===== src/rtl/bridge_arbiter.sv =====
// Two-master (CPU, DMA) to two-timer bridge: arbitrate, decode, one-cycle strobe, registered response.
// Optional macro BRIDGE_RR_EN selects round-robin arbitration instead of fixed CPU priority.
module bridge_arbiter #(
  parameter logic [31:0] T0_BASE   = 32'h0000_7F00,
  parameter logic [31:0] T1_BASE   = 32'h0000_7F10,
  parameter logic [31:0] WIN_BYTES = 32'd12,
  parameter logic [31:0] RO_OFFSET = 32'd8
) (
  input  logic        Clk,
  input  logic        Reset,
  input  logic        CpuReq,
  input  logic        CpuWE,
  input  logic [31:0] CpuAddr,
  input  logic [31:0] CpuWD,
  output logic        CpuAck,
  output logic        CpuErr,
  output logic [31:0] CpuRD,
  input  logic        DmaReq,
  input  logic        DmaWE,
  input  logic [31:0] DmaAddr,
  input  logic [31:0] DmaWD,
  output logic        DmaAck,
  output logic        DmaErr,
  output logic [31:0] DmaRD,
  output logic [31:0] PrAddr,
  output logic [31:0] PrWD,
  output logic        PrWE,
  output logic [1:0]  PrSel,
  input  logic [31:0] PrRD0,
  input  logic [31:0] PrRD1,
  output logic        Busy
);

  typedef enum logic [1:0] {
    IDLE   = 2'd0,
    ACCESS = 2'd1,
    RESP   = 2'd2
  } state_t;

  state_t      r_state;
  logic        r_owner_dma;
  logic        r_hit0;
  logic        r_hit1;
  logic        r_err;
  logic        r_cpu_ack;
  logic        r_cpu_err;
  logic [31:0] r_cpu_rd;
  logic        r_dma_ack;
  logic        r_dma_err;
  logic [31:0] r_dma_rd;
  logic [31:0] r_pr_addr;
  logic [31:0] r_pr_wd;
  logic        r_pr_we;
  logic [1:0]  r_pr_sel;
  logic        r_busy;
`ifdef BRIDGE_RR_EN
  // 1 = CPU was granted last; reset value 0 means DMA was last, so CPU wins first.
  logic        r_last_cpu;
`endif

  logic        w_any_req;
  logic        w_grant_dma;
  logic        w_we;
  logic [31:0] w_addr;
  logic [31:0] w_wd;
  logic        w_hit0;
  logic        w_hit1;
  logic [31:0] w_base;
  logic        w_err;
  logic [31:0] w_rd_sel;

  // Window test done in 33 bits so base + size can never wrap.
  function automatic logic in_window(input logic [31:0] addr, input logic [31:0] base);
    logic [32:0] lo;
    logic [32:0] hi;
    logic [32:0] a;
    lo = {1'b0, base};
    hi = {1'b0, base} + {1'b0, WIN_BYTES};
    a  = {1'b0, addr};
    return (a >= lo) && (a < hi);
  endfunction

  // Arbitration and request mux.
  always_comb begin
    w_any_req   = CpuReq | DmaReq;
    w_grant_dma = 1'b0;
`ifdef BRIDGE_RR_EN
    if (CpuReq && DmaReq) begin
      w_grant_dma = r_last_cpu;
    end else begin
      w_grant_dma = DmaReq;
    end
`else
    if (CpuReq) begin
      w_grant_dma = 1'b0;
    end else begin
      w_grant_dma = DmaReq;
    end
`endif
    if (w_grant_dma) begin
      w_we   = DmaWE;
      w_addr = DmaAddr;
      w_wd   = DmaWD;
    end else begin
      w_we   = CpuWE;
      w_addr = CpuAddr;
      w_wd   = CpuWD;
    end
  end

  // Address decode and access checking for the winning request.
  always_comb begin
    w_hit0 = in_window(w_addr, T0_BASE);
    w_hit1 = in_window(w_addr, T1_BASE);
    if (w_hit1) begin
      w_base = T1_BASE;
    end else begin
      w_base = T0_BASE;
    end
    w_err = (w_addr[1:0] != 2'b00) || !(w_hit0 || w_hit1) ||
            (w_we && ((w_addr - w_base) == RO_OFFSET));
  end

  // Read data from the selected timer, forced to zero on an error.
  always_comb begin
    w_rd_sel = 32'h0000_0000;
    if (r_err) begin
      w_rd_sel = 32'h0000_0000;
    end else if (r_hit0) begin
      w_rd_sel = PrRD0;
    end else if (r_hit1) begin
      w_rd_sel = PrRD1;
    end else begin
      w_rd_sel = 32'h0000_0000;
    end
  end

  // Sequencer FSM with registered bus and response outputs.
  always_ff @(posedge Clk or negedge Reset) begin
    if (!Reset) begin
      r_state     <= IDLE;
      r_owner_dma <= 1'b0;
      r_hit0      <= 1'b0;
      r_hit1      <= 1'b0;
      r_err       <= 1'b0;
      r_cpu_ack   <= 1'b0;
      r_cpu_err   <= 1'b0;
      r_cpu_rd    <= 32'h0000_0000;
      r_dma_ack   <= 1'b0;
      r_dma_err   <= 1'b0;
      r_dma_rd    <= 32'h0000_0000;
      r_pr_addr   <= 32'h0000_0000;
      r_pr_wd     <= 32'h0000_0000;
      r_pr_we     <= 1'b0;
      r_pr_sel    <= 2'b00;
      r_busy      <= 1'b0;
`ifdef BRIDGE_RR_EN
      r_last_cpu  <= 1'b0;
`endif
    end else begin
      case (r_state)
        IDLE: begin
          r_cpu_ack <= 1'b0;
          r_cpu_err <= 1'b0;
          r_cpu_rd  <= 32'h0000_0000;
          r_dma_ack <= 1'b0;
          r_dma_err <= 1'b0;
          r_dma_rd  <= 32'h0000_0000;
          if (w_any_req) begin
            r_state     <= ACCESS;
            r_busy      <= 1'b1;
            r_owner_dma <= w_grant_dma;
            r_hit0      <= w_hit0;
            r_hit1      <= w_hit1;
            r_err       <= w_err;
`ifdef BRIDGE_RR_EN
            r_last_cpu  <= ~w_grant_dma;
`endif
            if (!w_err) begin
              r_pr_sel  <= {w_hit1, w_hit0};
              r_pr_we   <= w_we;
              r_pr_addr <= {w_addr[31:2], 2'b00};
              r_pr_wd   <= w_wd;
            end else begin
              r_pr_sel  <= 2'b00;
              r_pr_we   <= 1'b0;
              r_pr_addr <= 32'h0000_0000;
              r_pr_wd   <= 32'h0000_0000;
            end
          end else begin
            r_state   <= IDLE;
            r_busy    <= 1'b0;
            r_pr_sel  <= 2'b00;
            r_pr_we   <= 1'b0;
            r_pr_addr <= 32'h0000_0000;
            r_pr_wd   <= 32'h0000_0000;
          end
        end
        ACCESS: begin
          r_state   <= RESP;
          r_busy    <= 1'b1;
          r_pr_sel  <= 2'b00;
          r_pr_we   <= 1'b0;
          r_pr_addr <= 32'h0000_0000;
          r_pr_wd   <= 32'h0000_0000;
          if (r_owner_dma) begin
            r_dma_ack <= 1'b1;
            r_dma_err <= r_err;
            r_dma_rd  <= w_rd_sel;
            r_cpu_ack <= 1'b0;
            r_cpu_err <= 1'b0;
            r_cpu_rd  <= 32'h0000_0000;
          end else begin
            r_cpu_ack <= 1'b1;
            r_cpu_err <= r_err;
            r_cpu_rd  <= w_rd_sel;
            r_dma_ack <= 1'b0;
            r_dma_err <= 1'b0;
            r_dma_rd  <= 32'h0000_0000;
          end
        end
        RESP: begin
          r_state   <= IDLE;
          r_busy    <= 1'b0;
          r_cpu_ack <= 1'b0;
          r_cpu_err <= 1'b0;
          r_cpu_rd  <= 32'h0000_0000;
          r_dma_ack <= 1'b0;
          r_dma_err <= 1'b0;
          r_dma_rd  <= 32'h0000_0000;
        end
        default: begin
          r_state   <= IDLE;
          r_busy    <= 1'b0;
          r_pr_sel  <= 2'b00;
          r_pr_we   <= 1'b0;
          r_pr_addr <= 32'h0000_0000;
          r_pr_wd   <= 32'h0000_0000;
          r_cpu_ack <= 1'b0;
          r_cpu_err <= 1'b0;
          r_cpu_rd  <= 32'h0000_0000;
          r_dma_ack <= 1'b0;
          r_dma_err <= 1'b0;
          r_dma_rd  <= 32'h0000_0000;
        end
      endcase
    end
  end

  assign CpuAck = r_cpu_ack;
  assign CpuErr = r_cpu_err;
  assign CpuRD  = r_cpu_rd;
  assign DmaAck = r_dma_ack;
  assign DmaErr = r_dma_err;
  assign DmaRD  = r_dma_rd;
  assign PrAddr = r_pr_addr;
  assign PrWD   = r_pr_wd;
  assign PrWE   = r_pr_we;
  assign PrSel  = r_pr_sel;
  assign Busy   = r_busy;

endmodule

===== config.mk =====
export PLATFORM = sky130hd
export DESIGN_NAME = bridge_arbiter
export DESIGN_NICKNAME = d
export VERILOG_FILES = /design/src/rtl/bridge_arbiter.sv
export SDC_FILE = /design/constraint.sdc
export NUM_CORES = 1
export LEC_CHECK = 0
export BUFFER_PORTS_ARGS = -buffer_cell sky130_fd_sc_hd__buf_2
export CORE_AREA = 5 5 132 134
export CTS_CLUSTER_DIAMETER = 100
export DETAILED_ROUTE_END_ITERATION = 16
export DIE_AREA = 0 0 137 139
export PLACE_DENSITY = 0.75
export SYNTH_ARGS = -nofsm -noshare
export SYNTH_HDL_FRONTEND = slang
export SYNTH_SLANG_ARGS = --single-unit

===== constraint.sdc =====
create_clock -name Clk -period 2.15 [get_ports Clk]
set_clock_uncertainty 0.2 [all_clocks]
set_input_delay 0.1075 -clock Clk [delete_from_list [all_inputs] [get_ports Clk]]
set_output_delay 0.1075 -clock Clk [all_outputs]
set_load 0.02 [all_outputs]

==> results of run 1 <==
power groups by stage:
stage	clock (uW)	combinational [uW]	sequential, uW
CTS	3260	1280	2720
global placement	0	1030	2770
floorplan	0	411	2800
detailed placement	0	1040	2770
global route	3400	1420	2730
finish	3230	1320	2720
layer usage:
layer	part of all wire [%]	vias up	wire length, um
met1	37	3448	10000
li1	-	3292	-
met3	8.8	84	2354
met5	0	-	0
met4	3.9	0	1033
met2	50	429	13370
through the flow:
stage,cell area (um^2),TNS (ns)
global route,11440,-81.88
detailed placement,9119,-93.22
CTS,11360,-69.23
finish,11440,-71.46
floorplan,6559,-90.03
global placement,9119,-87.67
area by class of cell:
| class | count | area share, % |
|---|---|---|
| clock inverters | 14 | 1.849 |
| inverters | 8 | 0.2625 |
| clock buffers | 18 | 3.839 |
| repair buffers | 582 | 35.70 |
| flip-flops and latches | 140 | 30.63 |
| well taps | 220 | 2.406 |
| multi-input cells | 432 | 25.29 |
| diodes | 1 | 0.02188 |
state kept, by name, summed over array words and instances, names as in the netlist, 2 cells and up:
| signal | cells |
|---|---|
| CpuRD | 32 |
| DmaRD | 32 |
| PrWD | 32 |
| PrAddr | 30 |
| PrSel | 2 |
| r_state | 2 |
how the worst max path moves through the flow:
stage,to,slack (ns),cells past startpoint
after floorplan,PrWD[0],-2.02,20
after global placement,PrWE,-2.00,17
after detailed placement,PrWD[29],-2.13,17
after CTS,PrWD[12],-1.57,19
after global routing,PrWD[11],-1.87,19
final,PrWD[11],-1.64,19
cell usage after synthesis (4+ instances only):
cell type	count
and2_1	24
nor3_1	10
buf_2	4
or3_1	6
mux2i_1	55
mux2_2	8
o21ai_0	10
a22oi_1	32
nor4b_1	4
a21oi_1	16
dfrtp_1	140
nand2_1	78
nor2_1	86
buf_6	5
o21ai_2	20
and3_1	6
inv_1	8
clkbuf_1	25
nor2b_1	6
nand2b_1	4
o21ai_1	12
tightest hold or removal path, delay by kind of cell:
family,cells,cell delay (ns)
AOI/OAI and AO/OA,2,0.18
buffers and inverters,3,0.26
and+or+nand+nor,1,0.09
logic make-up (layout without fill, tap and decap cells):
| family | count (synthesis) | in the layout | synth area share, % |
|---|---|---|---|
| XOR/XNOR | 1 | 1 | 0.1359 |
| buffers and inverters | 46 | 622 | 3.514 |
| AND/OR/NAND/NOR | 242 | 243 | 17.78 |
| multiplexers | 65 | 65 | 10.37 |
| flip-flops | 140 | 140 | 54.36 |
| adder cells (fa/ha/maj) | 1 | 1 | 0.1941 |
| other | 1 | 3 | 0.05819 |
| AO/OA/AOI/OAI | 120 | 120 | 13.59 |
repair_timing:
action,CTS,global route
pin swaps,4,3
setup buffers,3,2
hold endpoints to repair,242,0
cloned,4,1
hold buffers,140,0
endpoints found under the setup margin,45,86
gates resized for setup,21,8
==> qor.yml, run 1 <==
run_status:
  status: "finished, violations left"
  violations: "negative setup slack"
grt:
  grt_max_degree: 58
  grt-busiest-layer: "met2"
  grt_use_met3_pct: 6.241
  met2_usage_pct: 46.32
  antenna_found_initial: 1
  track_usage_pct: 27.21
  grt_first_pass_wirelength_um: 40120
  overflow: 0
  grt_pass1_vias: 7650
  grt_use_met1_pct: 32.11
cts:
  cts_sinks: 140
  cts_buffers: 17
  htreeDepth: 4
  cts_buffer_depth: 2
  cts_root_buffer: "clkbuf_16"
  clk_latency_ns: 0.42
  cts.clk_slew.worst_paths_ns: 0.07
  cts_tree: "yes"
critical_path:
  crit_chain: "buf_8 -> nand2b_4 -> mux2i_4 -> nor4b_4 -> and3_4 -> nand3b_1 -> nor4b_2 -> ha_2 -> nor4b_4 -> o32ai_4 -> and4_4 -> nor4bb_4 -> mux2i_1 -> nand4_1 -> o41ai_4 -> buf_6 -> buf_6 -> buf_16 -> o21ai_2"
  reg2regPathDepth: 8
  cp.required_ns: 2.25
  reg2reg_slack_ns: -0.07
  critPathMaxFanout: 6
  cpPeakStageDelay_ns: 0.33
  reg2reg_from: "r_state[1]"
  worstSetupStartpointType: "input pin"
  endpoint_kind: "flop"
  rr_endpoint: "PrWD[11]"
  cp_top_family: "simple AND/OR/NAND/NOR gates"
  critPathBufInv: 4
  slowest_stage: "o41ai_4"
  crit_start: "CpuReq"
  timing_worst_setup_path_type: "input pin to flop"
  cp.arrival_ns: 3.89
die:
  io_pins: 334
  start_util_pct: 39.85
  fp.dieW_um: 137
  die-area_um2: 19040
  die_y_um: 139
  core_um2: 16170
  rows: 47
power:
  leakage_uw: 0.006113
  power_density_nw_per_um2: 635.4
  clockPowerShare_pct: 44.4
  peakVddDrop_mv: 0.4806
  power.switching_uw: 1997
  power_frac_comb_pct: 18.2
  switching_share_pct: 27.48
  p_int_uw: 5271
  total_power_uw: 7268
  power_frac_seq_pct: 37.4
sta:
  hold_viol: 0
  fmax_mhz: 264.0
  setup_violations: 45
  slew_headroom_pct: 56.21
  min_period_ns: 3.787
  whs_ns: 0.06570
  grt_setup_unrepaired: "yes"
  worst_pin_slew_ns: 0.6547
  fin_crit_sh_pct: 176.2
  slew_viol_final: 0
  fin_ws_ns: -1.637
place:
  io_buffers: 331
  gp_congestion: 0.9624
  detailedPlace.worstSlack_ns: -2.132
  placed_cells: 1232
  dp_hpwl_um: 16400
detailed_routing:
  firstDrtPassIters: 5
  drc: 0
  wl_per_cell_um: 18.92
  first_iter_violations: 431
  viasPerCell: 5.126
  drt_wl_total_um: 26770
  vias: 7253
  ant_nets: 0
finish:
  nets: 1380
  final-seq-area_um2: 3503
  syn_to_final_growth_pct: 77.48
  layout_common_cells: "buf_2, dfrtp_1, dlygate4sd3_1"
  multiInputGateArea_um2: 2893
  fillers: 1067
  final_cells: 1415
  final_util_pct: 70.73
  mostFrequentLayoutCell: "buf_2"
  layout-drive-gt1-share_pct: 44.64
hold_path:
  hold_end: "PrWE"
  worstHoldPathType: "input pin to flop"
  hold_depth: 6
  worstHoldStart: "CpuWE"
logic_synthesis:
  synth_top_cell_area_share_pct: 54.36
  synth_enable_flop_cells: 0
  syn_inst: 616
  syn_area_um2: 6445
  synth_cell_type_count: 59
  syn-mean-instance-area_um2: 10.46
  ys.flop_type: "dfrtp_1"
  ys_async_sr_fraction_pct: 100.0
  yosys.area.top_type: "dfrtp_1"
  seq_area_frac_synth_pct: 54.36
  ys.warnings.count: 0
  ys_ff_latch: 140
  synth_area_leaders: "dfrtp_1, mux2i_1, nor2_1"
run:
  maxCapViolCount: 0
No activity file was read; power rests on OpenSTA's default activity.
==> run 2, diff against run 1 <==
TNS_END_PERCENT = 10   (was default)
==> run 2 against run 1 <==
The run still ends with negative setup slack left. Non-clock buffer count is 3 lower. Worst hold slack worse by 0.062 ns. Via count is 1.1% lower. Final cell count down 0.21%. First-iteration DRC count shrank 7.7%. Clock power decreased by 6.5%. Worst setup slack better by 0.0098 ns. Die area stayed put. Sequential share of layout area up 0.29 points. Register-to-register slack gained 0.08 ns. Largest cell class unchanged. Highest routed layer unchanged.
==> qor.yml, run 2 (synthesis gave the netlist of run 1 again) <==
critical_path:
  worstSetupStartpointType: "input pin"
  crit_start: "DmaReq"
  reg2reg_from: "r_state[1]"
  cp.arrival_ns: 3.86  # -0.03 ns
  cpPeakStageDelay_ns: 0.48  # +0.15 ns
  cp.required_ns: 2.23  # -0.02 ns
  crit_chain: "buf_4 -> nor2b_4 -> or4_4 -> o31ai_2 -> and2_1 -> nand3b_1 -> nor4b_2 -> ha_2 -> nor4b_4 -> o32ai_4 -> and4_4 -> nor4bb_4 -> mux2i_1 -> nand4_1 -> o41ai_4 -> buf_6 -> buf_12 -> o21ai_1"
  critPathMaxFanout: 6  # unchanged
  timing_worst_setup_path_type: "input pin to flop"
  endpoint_kind: "flop"
  slowest_stage: "or4_4"
die:
  start_util_pct: 39.85  # unchanged
  die_y_um: 139  # unchanged
  io_pins: 334  # unchanged
  die-area_um2: 19040  # unchanged
  rows: 47  # unchanged
  fp.dieW_um: 137  # unchanged
  core_um2: 16170  # unchanged
grt:
  grt_max_degree: 64  # +10%
  track_usage_pct: 26.87  # -0.33 points
  overflow: 0  # unchanged
  antenna_found_initial: 1  # unchanged
  grt_pass1_vias: 7626  # -0.31%
  grt_first_pass_wirelength_um: 39680  # -1.1%
sta:
  hold_viol: 0  # unchanged
  fin_ws_ns: -1.628  # +0.009820 ns
  setup-tns-final_ns: -71.57  # -0.1082 ns
  slew_viol_final: 0  # unchanged
  grt_setup_unrepaired: "yes"
  setup_violations: 45  # unchanged
  min_period_ns: 3.778  # -0.009820 ns
  slew_headroom_pct: 47.61  # -8.6 points
  fmax_mhz: 264.7  # +0.26%
  whs_ns: 0.004133  # -0.06157 ns
  worst_pin_slew_ns: 0.7842  # +0.1295 ns
  fin_crit_sh_pct: 175.7  # -0.46 points
detailed_routing:
  first_iter_violations: 398  # -7.7%
  wl_per_cell_um: 18.71  # -1.1%
  drt_wl_total_um: 26420  # -1.3%
  drc: 0  # unchanged
  viasPerCell: 5.082  # -0.85%
  ant_nets: 0  # unchanged
  firstDrtPassIters: 8  # +3
  vias: 7176  # -1.1%
power:
  power.switching_uw: 1925  # -3.6%
  p_int_uw: 5139  # -2.5%
  power_frac_comb_pct: 18.7  # +0.5 points
  power_density_nw_per_um2: 623.3  # -1.9%
  clockPowerShare_pct: 42.8  # -1.6 points
  power_frac_seq_pct: 38.5  # +1.1 points
  peakVddDrop_mv: 0.4846  # +0.84%
  switching_share_pct: 27.25  # -0.23 points
  leakage_uw: 0.006066  # -0.76%
run_status:
  status: "finished, violations left"
  violations: "negative setup slack"
finish:
  syn_to_final_growth_pct: 75.83
  mostFrequentLayoutCell: "buf_2"
  multiInputGateArea_um2: 2873  # -0.69%
  layout_common_cells: "buf_2, dfrtp_1, dlygate4sd3_1"
  final_cells: 1412  # -0.21%
  nets: 1377  # -0.22%
  final-seq-area_um2: 3503  # unchanged
  fillers: 1097  # +2.8%
  layout-drive-gt1-share_pct: 44.33  # -0.31 points
cts:
  cts_root_buffer: "clkbuf_16"
  htreeDepth: 4  # unchanged
  cts_buffers: 17  # unchanged
  cts_buffer_depth: 2  # unchanged
  cts_sinks: 140  # unchanged
  cts_tree: "yes"
  clk_latency_ns: 0.41  # about the same
  cts.clk_slew.worst_paths_ns: 0.07  # about the same
place:
  io_buffers: 331  # unchanged
  placed_cells: 1228  # -0.32%
  gp_congestion: 0.9541  # -0.86%
  dp_hpwl_um: 16430  # +0.21%
run:
  maxCapViolCount: 0  # unchanged
hold_path:
  worstHoldPathType: "input pin to asynchronous set/reset pin"
run 2: cell count changes in the layout (fill, tap and decap cells not counted), sizes merged:
cell / delta
clkbuf: +2
buf: -4
clkinv: +2
bufinv: -1
dlygate4sd3: -1
inv: -1
run 2: routing by layer:
| layer | share of wire [%] | track usage (%) | up-vias |
|---|---|---|---|
| li1 | - | - | 3283 |
| met1 | 36 | 30.28 | 3378 |
| met2 | 50 | 46.29 | 421 |
| met3 | 9.3 | 7.547 | 94 |
| met4 | 4.3 | 13.08 | 0 |
| met5 | 0 | 0 | - |
run 2: cell type report:
class                   instances  area share (%)
flip-flops and latches        140           30.92
diodes                          1         0.02208
clock buffers                  18           3.875
repair buffers                579           35.59
inverters                       8          0.2650
multi-input cells             432           25.35
well taps                     220           2.429
clock inverters                14           1.557
run 2: what timing repair did:
item / CTS / global route
hold buffers: 138 / 0
buffers inserted: 5 / 2
setup endpoints to repair: 90 / 46
pin swaps: 11 / 9
gates resized for setup: 10 / 11
gates cloned: 3 / 3
hold endpoints to repair: 241 / 0
run 2: critical path, delay by kind of cell:
| kind | cells | cell delay [ns] |
|---|---|---|
| AO/OA/AOI/OAI | 4 | 0.74 |
| adder cells (fa/ha/maj) | 1 | 0.24 |
| buffers and inverters | 3 | 0.46 |
| multiplexers | 1 | 0.22 |
| AND/OR/NAND/NOR | 9 | 2.07 |
run 2: final timing paths:
| kind | to | slack [ns] | cells past startpoint |
|---|---|---|---|
| setup / recovery | PrWD[30] | -1.63 | 18 |
| hold / removal | PrWD[0] | 0.004 | 2 |
| setup reg to reg | PrWD[30] | 0.01 | 6 |
| hold reg to reg | PrAddr[14] | 0.27 | 2 |
| max in group asynchronous | CpuRD[19] | 1.07 | 3 |
| min in group Clk | r_hit1 | 0.20 | 6 |
run 2: power by group through the flow:
| stage | logic (uW) | clock network, uW | registers, uW |
|---|---|---|---|
| final | 1320 | 3020 | 2720 |
| after global routing | 1430 | 3210 | 2730 |
| after CTS | 1280 | 3080 | 2720 |
| after detailed placement | 1050 | 0 | 2770 |
| after global placement | 1050 | 0 | 2770 |
| after floorplan | 411 | 0 | 2800 |
run 2: per-stage QoR:
step / total power, uW / util, % / instance area (um^2) / worst slack, ns
4_1_cts: 7078 / 69.30 / 11210 / -1.641
5_1_grt: 7365 / 70.07 / 11330 / -1.803
2_1_floorplan: 3214 / - / 6559 / -2.025
3_3_place_gp: 3818 / 56.12 / 9076 / -2.001
3_5_place_dp: 3821 / 56.12 / 9076 / -2.213
6_report: 7064 / 70.07 / 11330 / -1.628
